<file path="config.mk">
export PLATFORM = sky130hd
export DESIGN_NAME = risc_core_hs
export DESIGN_NICKNAME = d
export VERILOG_FILES = /design/src/rtl/risc_pkg.sv /design/src/rtl/risc_alu.sv /design/src/rtl/risc_core_hs.sv
export SDC_FILE = /design/constraint.sdc
export NUM_CORES = 1
export LEC_CHECK = 0
export BUFFER_PORTS_ARGS = -buffer_cell sky130_fd_sc_hd__buf_2
export CAP_MARGIN = 20
export CORE_MARGIN = 2
export CORE_UTILIZATION = 36
export CTS_CLUSTER_DIAMETER = 150
export DETAILED_ROUTE_END_ITERATION = 8
export GPL_TIMING_DRIVEN = 0
export PLACE_DENSITY = 0.63
export SLEW_MARGIN = 10
export SYNTH_ARGS = -nofsm -noshare
export SYNTH_HDL_FRONTEND = slang
export SYNTH_SLANG_ARGS = --single-unit
</file>
<file path="constraint.sdc">
create_clock -name clk -period 1.8 [get_ports clk]
set_input_delay 0.09 -clock clk [delete_from_list [all_inputs] [get_ports clk]]
set_output_delay 0.09 -clock clk [all_outputs]
set_load 0.02 [all_outputs]
</file>
<file path="src/rtl/risc_pkg.sv">
// Shared definitions for the handshaked accumulator core: opcodes,
// sequencer state encoding, and instruction field positions.
package risc_pkg;

    localparam logic [2:0] OP_HLT = 3'd0;
    localparam logic [2:0] OP_SKZ = 3'd1;
    localparam logic [2:0] OP_ADD = 3'd2;
    localparam logic [2:0] OP_AND = 3'd3;
    localparam logic [2:0] OP_XOR = 3'd4;
    localparam logic [2:0] OP_LDA = 3'd5;
    localparam logic [2:0] OP_STO = 3'd6;
    localparam logic [2:0] OP_JMP = 3'd7;

    localparam logic [1:0] ST_START = 2'd0;
    localparam logic [1:0] ST_FETCH = 2'd1;
    localparam logic [1:0] ST_EXEC  = 2'd2;
    localparam logic [1:0] ST_HALT  = 2'd3;

    // Opcode sits in the low bits, operand address directly above it.
    localparam int unsigned OPC_W    = 3;
    localparam int unsigned OPND_LSB = 3;

    // Instructions whose execute phase reads a data operand from memory.
    function automatic logic is_rd_op(input logic [2:0] op);
        return (op == OP_ADD) || (op == OP_AND) || (op == OP_XOR) || (op == OP_LDA);
    endfunction

endpackage

</file>
<file path="src/rtl/risc_alu.sv">
// Accumulator datapath: combines the accumulator with the operand read
// from memory according to the current opcode.
module risc_alu
    import risc_pkg::*;
#(
    parameter int unsigned DATA_W = 8
) (
    input  logic [DATA_W-1:0] ac,
    input  logic [DATA_W-1:0] rdata,
    input  logic [2:0]        opcode,
    output logic [DATA_W-1:0] result
);

    // Select the new accumulator value; carry out of ADD is dropped.
    always_comb begin
        result = ac;
        case (opcode)
            OP_ADD:  result = ac + rdata;
            OP_AND:  result = ac & rdata;
            OP_XOR:  result = ac ^ rdata;
            OP_LDA:  result = rdata;
            default: result = ac;
        endcase
    end

endmodule

</file>
<file path="src/rtl/risc_core_hs.sv">
// Parametrised accumulator CPU with a ready/stall memory handshake.
// Every bus output is decoded from the sequencer state, so an async reset
// drops any in-flight request immediately.
module risc_core_hs
    import risc_pkg::*;
#(
    parameter int unsigned DATA_W   = 8,
    parameter int unsigned ADDR_W   = 5,
    parameter int unsigned PC_RESET = 0
) (
    input  logic              clk,
    input  logic              rst,
    output logic [ADDR_W-1:0] mem_addr,
    output logic              mem_rd,
    output logic              mem_wr,
    output logic [DATA_W-1:0] mem_wdata,
    input  logic [DATA_W-1:0] mem_rdata,
    input  logic              mem_rdy,
    input  logic              resume,
    output logic              halt,
    output logic [ADDR_W-1:0] pc_out,
    output logic [DATA_W-1:0] ac_out
);

    logic [1:0]        state;
    logic [ADDR_W-1:0] pc;
    logic [DATA_W-1:0] ac;
    logic [DATA_W-1:0] ir;

    logic [2:0]        opcode;
    logic [ADDR_W-1:0] operand;
    logic [DATA_W-1:0] alu_result;

    assign opcode  = ir[OPC_W-1:0];
    assign operand = ir[ADDR_W+OPND_LSB-1:OPND_LSB];

    risc_alu #(
        .DATA_W (DATA_W)
    ) u_alu (
        .ac     (ac),
        .rdata  (mem_rdata),
        .opcode (opcode),
        .result (alu_result)
    );

    // Decode bus request, address and store data from the current state.
    always_comb begin
        mem_rd    = 1'b0;
        mem_wr    = 1'b0;
        mem_addr  = '0;
        mem_wdata = '0;
        case (state)
            ST_FETCH: begin
                mem_rd   = 1'b1;
                mem_addr = pc;
            end
            ST_EXEC: begin
                if (is_rd_op(opcode)) begin
                    mem_rd   = 1'b1;
                    mem_addr = operand;
                end else if (opcode == OP_STO) begin
                    mem_wr    = 1'b1;
                    mem_addr  = operand;
                    mem_wdata = ac;
                end
            end
            default: ;
        endcase
    end

    assign halt   = (state == ST_HALT);
    assign pc_out = pc;
    assign ac_out = ac;

    // Sequencer: each memory phase holds until mem_rdy, then advances.
    always_ff @(posedge clk or negedge rst) begin
        if (!rst) begin
            state <= ST_START;
            pc    <= ADDR_W'(PC_RESET);
            ac    <= '0;
            ir    <= '0;
        end else begin
            case (state)
                ST_START: state <= ST_FETCH;
                ST_FETCH: begin
                    if (mem_rdy) begin
                        ir    <= mem_rdata;
                        pc    <= pc + ADDR_W'(1);
                        state <= ST_EXEC;
                    end
                end
                ST_EXEC: begin
                    case (opcode)
                        OP_HLT: state <= ST_HALT;
                        OP_SKZ: begin
                            if (ac == '0) pc <= pc + ADDR_W'(1);
                            state <= ST_FETCH;
                        end
                        OP_JMP: begin
                            pc    <= operand;
                            state <= ST_FETCH;
                        end
                        OP_STO: begin
                            if (mem_rdy) state <= ST_FETCH;
                        end
                        default: begin
                            if (mem_rdy) begin
                                ac    <= alu_result;
                                state <= ST_FETCH;
                            end
                        end
                    endcase
                end
                ST_HALT: begin
                    if (resume) state <= ST_FETCH;
                end
                default: state <= ST_START;
            endcase
        end
    end

endmodule

</file>
# [Word-level counts from Yosys, hierarchy flattened]
# Index checks and enable logic that the tools add are counted.
[totals] reg_bits=23 in_bits=12 output_inout_bits=29
[op_classes] addsub=2 n_eq_ne=15 n_mux=21 n_bitwise=3 reduce_logical=14
[ops] operator="$pmux 8 s4" count=1
[ops] operator="$pmux 5 s2" count=3
[ops] operator="$mux 8" count=3
[ops] operator="$mux 5" count=4
[ops] operator="$eq 3x3->1 const B" count=4
[ops] operator="$add 8x8->8" count=1
[ops] operator="$and 8x8->8" count=1
[ops] operator="$logic_not 8->1" count=1
[ops] operator="$pmux 2 s4" count=1
[ops] operator="$reduce_and 4->1" count=2
[ops] operator="$xor 8x8->8" count=1
[ops] operator="$eq 3x2->1 const B" count=2
[ops] operator="$mux 2" count=3
[ops] operator="$ne 3x3->1 const B" count=2
[ops] operator="$add 5x1->5 const B" count=1
[ops] operator="$eq 2x2->1 const B" count=2
[ops] operator="$mux 1" count=4
[ops] operator="$ne 2x2->1 const B" count=2
[ops] operator="$ne 4x4->1 const B" count=1
[ops] operator="$pmux 2 s2" count=1
[ops] operator="$reduce_bool 4->1" count=1
[ops] operator="$reduce_or 4->1" count=1
[ops] operator="$eq 3x1->1 const B" count=1
[ops] operator="$logic_not 3->1" count=1
[ops] operator="9 further kinds" count=11

# [Longest topological paths before layout]
[logic_depth] word_depth=6 ltp_mapped=8 ltp_nobuf=8

# [Cells and area by module]
# From an unflattened synthesis, not the netlist that was laid out.
[unflattened] cells_unflattened=226 area_unflattened_um2=1998.2
[by_module_without_submodules] module="risc_core_hs" instances=1 cells_each=119 area_per_inst_um2=1315.0
[by_module_without_submodules] module="risc_alu" instances=1 cells_each=107 area_per_inst_um2=683.2

# [Worst setup path before layout]
# No wires, ideal clock.
[synth_path] path_type="reg2reg" startpoint="register ac[1], in the netlist ac_out[1]" endpoint="register ac[7], in the netlist ac_out[7]" setup_ns=0.129 arrival_time_ns=1.760 required_ns=1.671 path_slack_ns=-0.089 stages_incl_launch_ff=7 n_path_buf=0 synth_period_minus_slack_ns=1.889 cell_sequence="dfrtp_1 -> ha_1 -> a211oi_1 -> nor3_1 -> or4_1 -> nand3_1 -> a21oi_1"
[synth_between] elab_chain_len=2
[synth_lines] element="from (decl)" line_no="risc_core_hs.sv:27" rtl="logic [DATA_W-1:0] ac;"
[synth_lines] element="from (signal assigned)" line_no="risc_core_hs.sv:108" rtl="ac <= alu_result;"
[synth_lines] element="$add 8x8->8" line_no="risc_alu.sv:18" rtl="OP_ADD: result = ac + rdata;"
[synth_lines] element="$pmux 8 s4" line_no="risc_alu.sv:17" rtl="case (opcode)"
# No other way between the ends.
# A chain may end at the register's enable or synchronous reset.

# [Worst setup path in the final report]
# Same ends and word-level chain as after synthesis.

==> impl_metrics.py <==
metrics = {
    "setup_path": {
        "rr_endpoint": "ac_out[7]",
        "slowest_delay_ns": 0.48,
        "rr_startpoint": "ac_out[1]",
        "cp-start-kind": "register",
        "ff2ff_setup_slack_ns": 0.01,
        "slowest_stage": "or4_1",
        "critical_path_peak_fanout": 3,
        "crit_family": "simple AND/OR/NAND/NOR gates",
        "crit_type": "register to register",
        "endpoint_kind": "register",
        "crit_required_ns": 1.96,
        "cp_num_buf_inv": 0,
        "reg2reg_depth": 6,
        "worstPathArrival_ns": 1.94,
        "path_cells": "ha_4 > a211oi_2 > nor3_2 > or4_1 > nand3_2 > a21oi_2",
    },
    "global_route": {
        "grt_max_degree": 24,
        "grt_pass1_wl_um": 8300,
        "grt_usage_pct": 18.9,
        "grt_pass1_vias": 1684,
        "overflow": 0,
        "antenna_found_initial": 0,
    },
    "synthesis": {
        "synth_cells": 206,
        "synth-warning-count": 0,
        "synthFlopType": "dfrtp_1",
        "yosysUniqueCellTypes": 48,
        "ys_ff_latch": 23,
        "avgSynthCellArea_sq_um": 8.92,
        "synth-edff-count": 0,
        "syn_area_sq_um": 1840,
        "synth_area_leaders": "dfrtp_1 (31%), ha_1 (8.9%), a21oi_1 (5.2%), mux2_2 (4.3%), a22o_1 (3.8%)",
        "synth_top_area_cell": "dfrtp_1",
        "synth_commonest_cells": "dfrtp_1 (23), a21oi_1 (19), nor2_1 (18), nand2_1 (15), ha_1 (13)",
        "synth_top_area_share_pct": 31.3,
        "yosysMostFrequentCell": "dfrtp_1",
        "synth_nets": 232,
        "synthArstFlopShare_pct": 100,
        "yosysSeqAreaShare_pct": 31.3,
    },
    "floorplanning": {
        "die_h_um": 75.4,
        "ios": 41,
        "start_util_pct": 38.1,
        "std_cell_rows": 25,
        "dieArea_sq_um": 5690,
        "die_w_um": 75.4,
        "coreArea_sq_um": 4820,
    },
    "power_and_ir_drop": {
        "vdd_drop_max_uv": 849,
        "power.leakage_nw": 1.13,
        "powerDensity_nw_per_um2": 1860,
    },
    "placement": {
        "dpl.hpwl_um": 3510,
        "portBuffers": 40,
        "placedCellCount": 313,
        "dp_slack_ns": -0.205,
        "gp_congestion": 0.940,
    },
    "routing": {
        "wl_um": 5190,
        "detail-route-antenna-nets": 0,
        "first_pass_iters": 5,
        "drc": 0,
        "viasPerCell": 5.59,
        "wire_per_inst_um": 15.8,
        "num_vias": 1832,
        "drtIter0Drc": 63,
    },
    "clock_network": {
        "cts_tree": "done",
        "clk_path_buf_depth": 2,
        "cts-root-buf": "clkbuf_8",
        "cts.clk_slew.worst_paths_ns": 0.09,
        "cts_max_level": 1,
        "cts_sinks": 23,
        "clk_latency_ns": 0.27,
        "cts_buffers": 3,
    },
    "timing": {
        "fmax_mhz": 560,
        "slew_headroom_pct": 62.5,
        "min_period_over_period_pct": 99.2,
        "period_needed_ns": 1.79,
        "setup_viol": 0,
        "hold_violations": 0,
        "tightestPinTransition_ns": 0.562,
        "drv_slew": 0,
        "finClkSkew_ns": 0.00749,
        "setup_ws_ns": 0.0144,
        "rsz0062_at_grt": "true",
    },
    "cells_and_area": {
        "area_delta_synth_final_pct": 33.9,
        "fin_cells": 328,
        "nets": 288,
        "num_antenna_cells": 0,
        "final_layout_size_suffix_gt1_share_pct": 40.2,
    },
    "worst_hold_path": {
        "hold_end": "ir[7]",
        "holdPathStages": 2,
        "min_path_type": "input port to register",
        "worstHoldStart": "mem_rdata[7]",
    },
    "job": {
        "drv_cap": 0,
    },
    "outcome": {
        "status": "finished clean",
    },
}
registers in the layout, summed over array words and instances, names as in the netlist:
name,cells
pc_out,5
ac_out,8
ir,8
state,2
cell usage in the layout, fill, tap and decap left out, drive strengths merged, types with 5 or more instances in the layout:
| cell type | Yosys | routed |
|---|---|---|
| nand3 | 8 | 8 |
| a22oi | 8 | 8 |
| buf | 5 | 56 |
| mux2 | 7 | 7 |
| nor2b | 5 | 5 |
| and2 | 8 | 8 |
| o21ai | 14 | 14 |
| nand2 | 15 | 15 |
| clkbuf | 6 | 7 |
| a22o | 8 | 8 |
| inv | 8 | 8 |
| ha | 13 | 13 |
| dfrtp | 23 | 23 |
| nor2 | 18 | 18 |
| a21oi | 20 | 20 |
per-stage QoR:
| stage | hold WS, ns | setup TNS (ns) | utilization [%] | cell area (sq um) | total power (W) |
|---|---|---|---|---|---|
| after global placement | 0.117 | -2.23 | 44.1 | 2120 | 0.00361 |
| final | 0.0885 | 0 | 51.1 | 2460 | 0.00457 |
| after global routing | 0.115 | -0.0805 | 51.1 | 2460 | 0.00498 |
| after CTS | 0.0821 | 0 | 47.9 | 2310 | 0.00427 |
| after floorplan | -0.206 | -0.0353 | - | 1840 | 0.00297 |
| after detailed placement | 0.121 | -2.92 | 44.1 | 2120 | 0.00365 |
logic make-up (layout without fill, tap and decap cells):
family / after synthesis / after routing / synth area share (%)
xor gates and xnor gates: 3 / 3 / 1.84
adders and majority gates: 14 / 14 / 9.95
DFF: 23 / 23 / 31.3
AOI/OAI and AO/OA: 66 / 66 / 24.9
buffers and inverters: 19 / 73 / 4.70
muxes: 11 / 11 / 6.47
and+or+nand+nor: 70 / 71 / 20.8
routing by layer:
layer | routed length, um | vias up | GRT usage [%]
met5 | 0 | - | 0
met4 | 68 | 0 | 3.12
met3 | 247 | 7 | 3.44
met2 | 2500 | 62 | 31.2
met1 | 2380 | 890 | 26.4
li1 | - | 873 | -
cell type report:
class                      instances  area, sq um
fill                             471         2360
inverter                           8         30.0
clock buffer                       3         41.3
buffer                             8         57.6
tap                               67         83.8
sequential                        23          582
timing repair buffer              53          317
multi-input combinational        165         1340
clock inverter                     1         5.00
power breakdown:
| group | leakage, nW | internal, W | switching, W | total [W] |
|---|---|---|---|---|
| combinational | 0.835 | 0.00140 | 0.00172 | 0.00313 |
| sequential | 0.267 | 0.000777 | 0.000334 | 0.00111 |
| clock | 0.0255 | 0.000155 | 0.000180 | 0.000335 |
worst max-delay path by stage:
stage	start	to	depth (start not counted)
finish	ac_out[1]	ac_out[7]	6
global route	ac_out[2]	ac_out[7]	6
CTS	ac_out[4]	ac_out[7]	6
detailed placement	state[1]	pc_out[0]	7
global placement	state[1]	pc_out[0]	7
floorplan	ac_out[2]	ac_out[7]	6
repair_timing:
item                                   CTS  global route
setup endpoints to repair               28            22
hold buffers                             1             0
gates resized for setup                 15            22
cloned                                   1             0
buffers inserted                         5             8
pin swaps                                4             6
endpoints found under the hold margin   23             0
(Power assumes the default switching activity.)
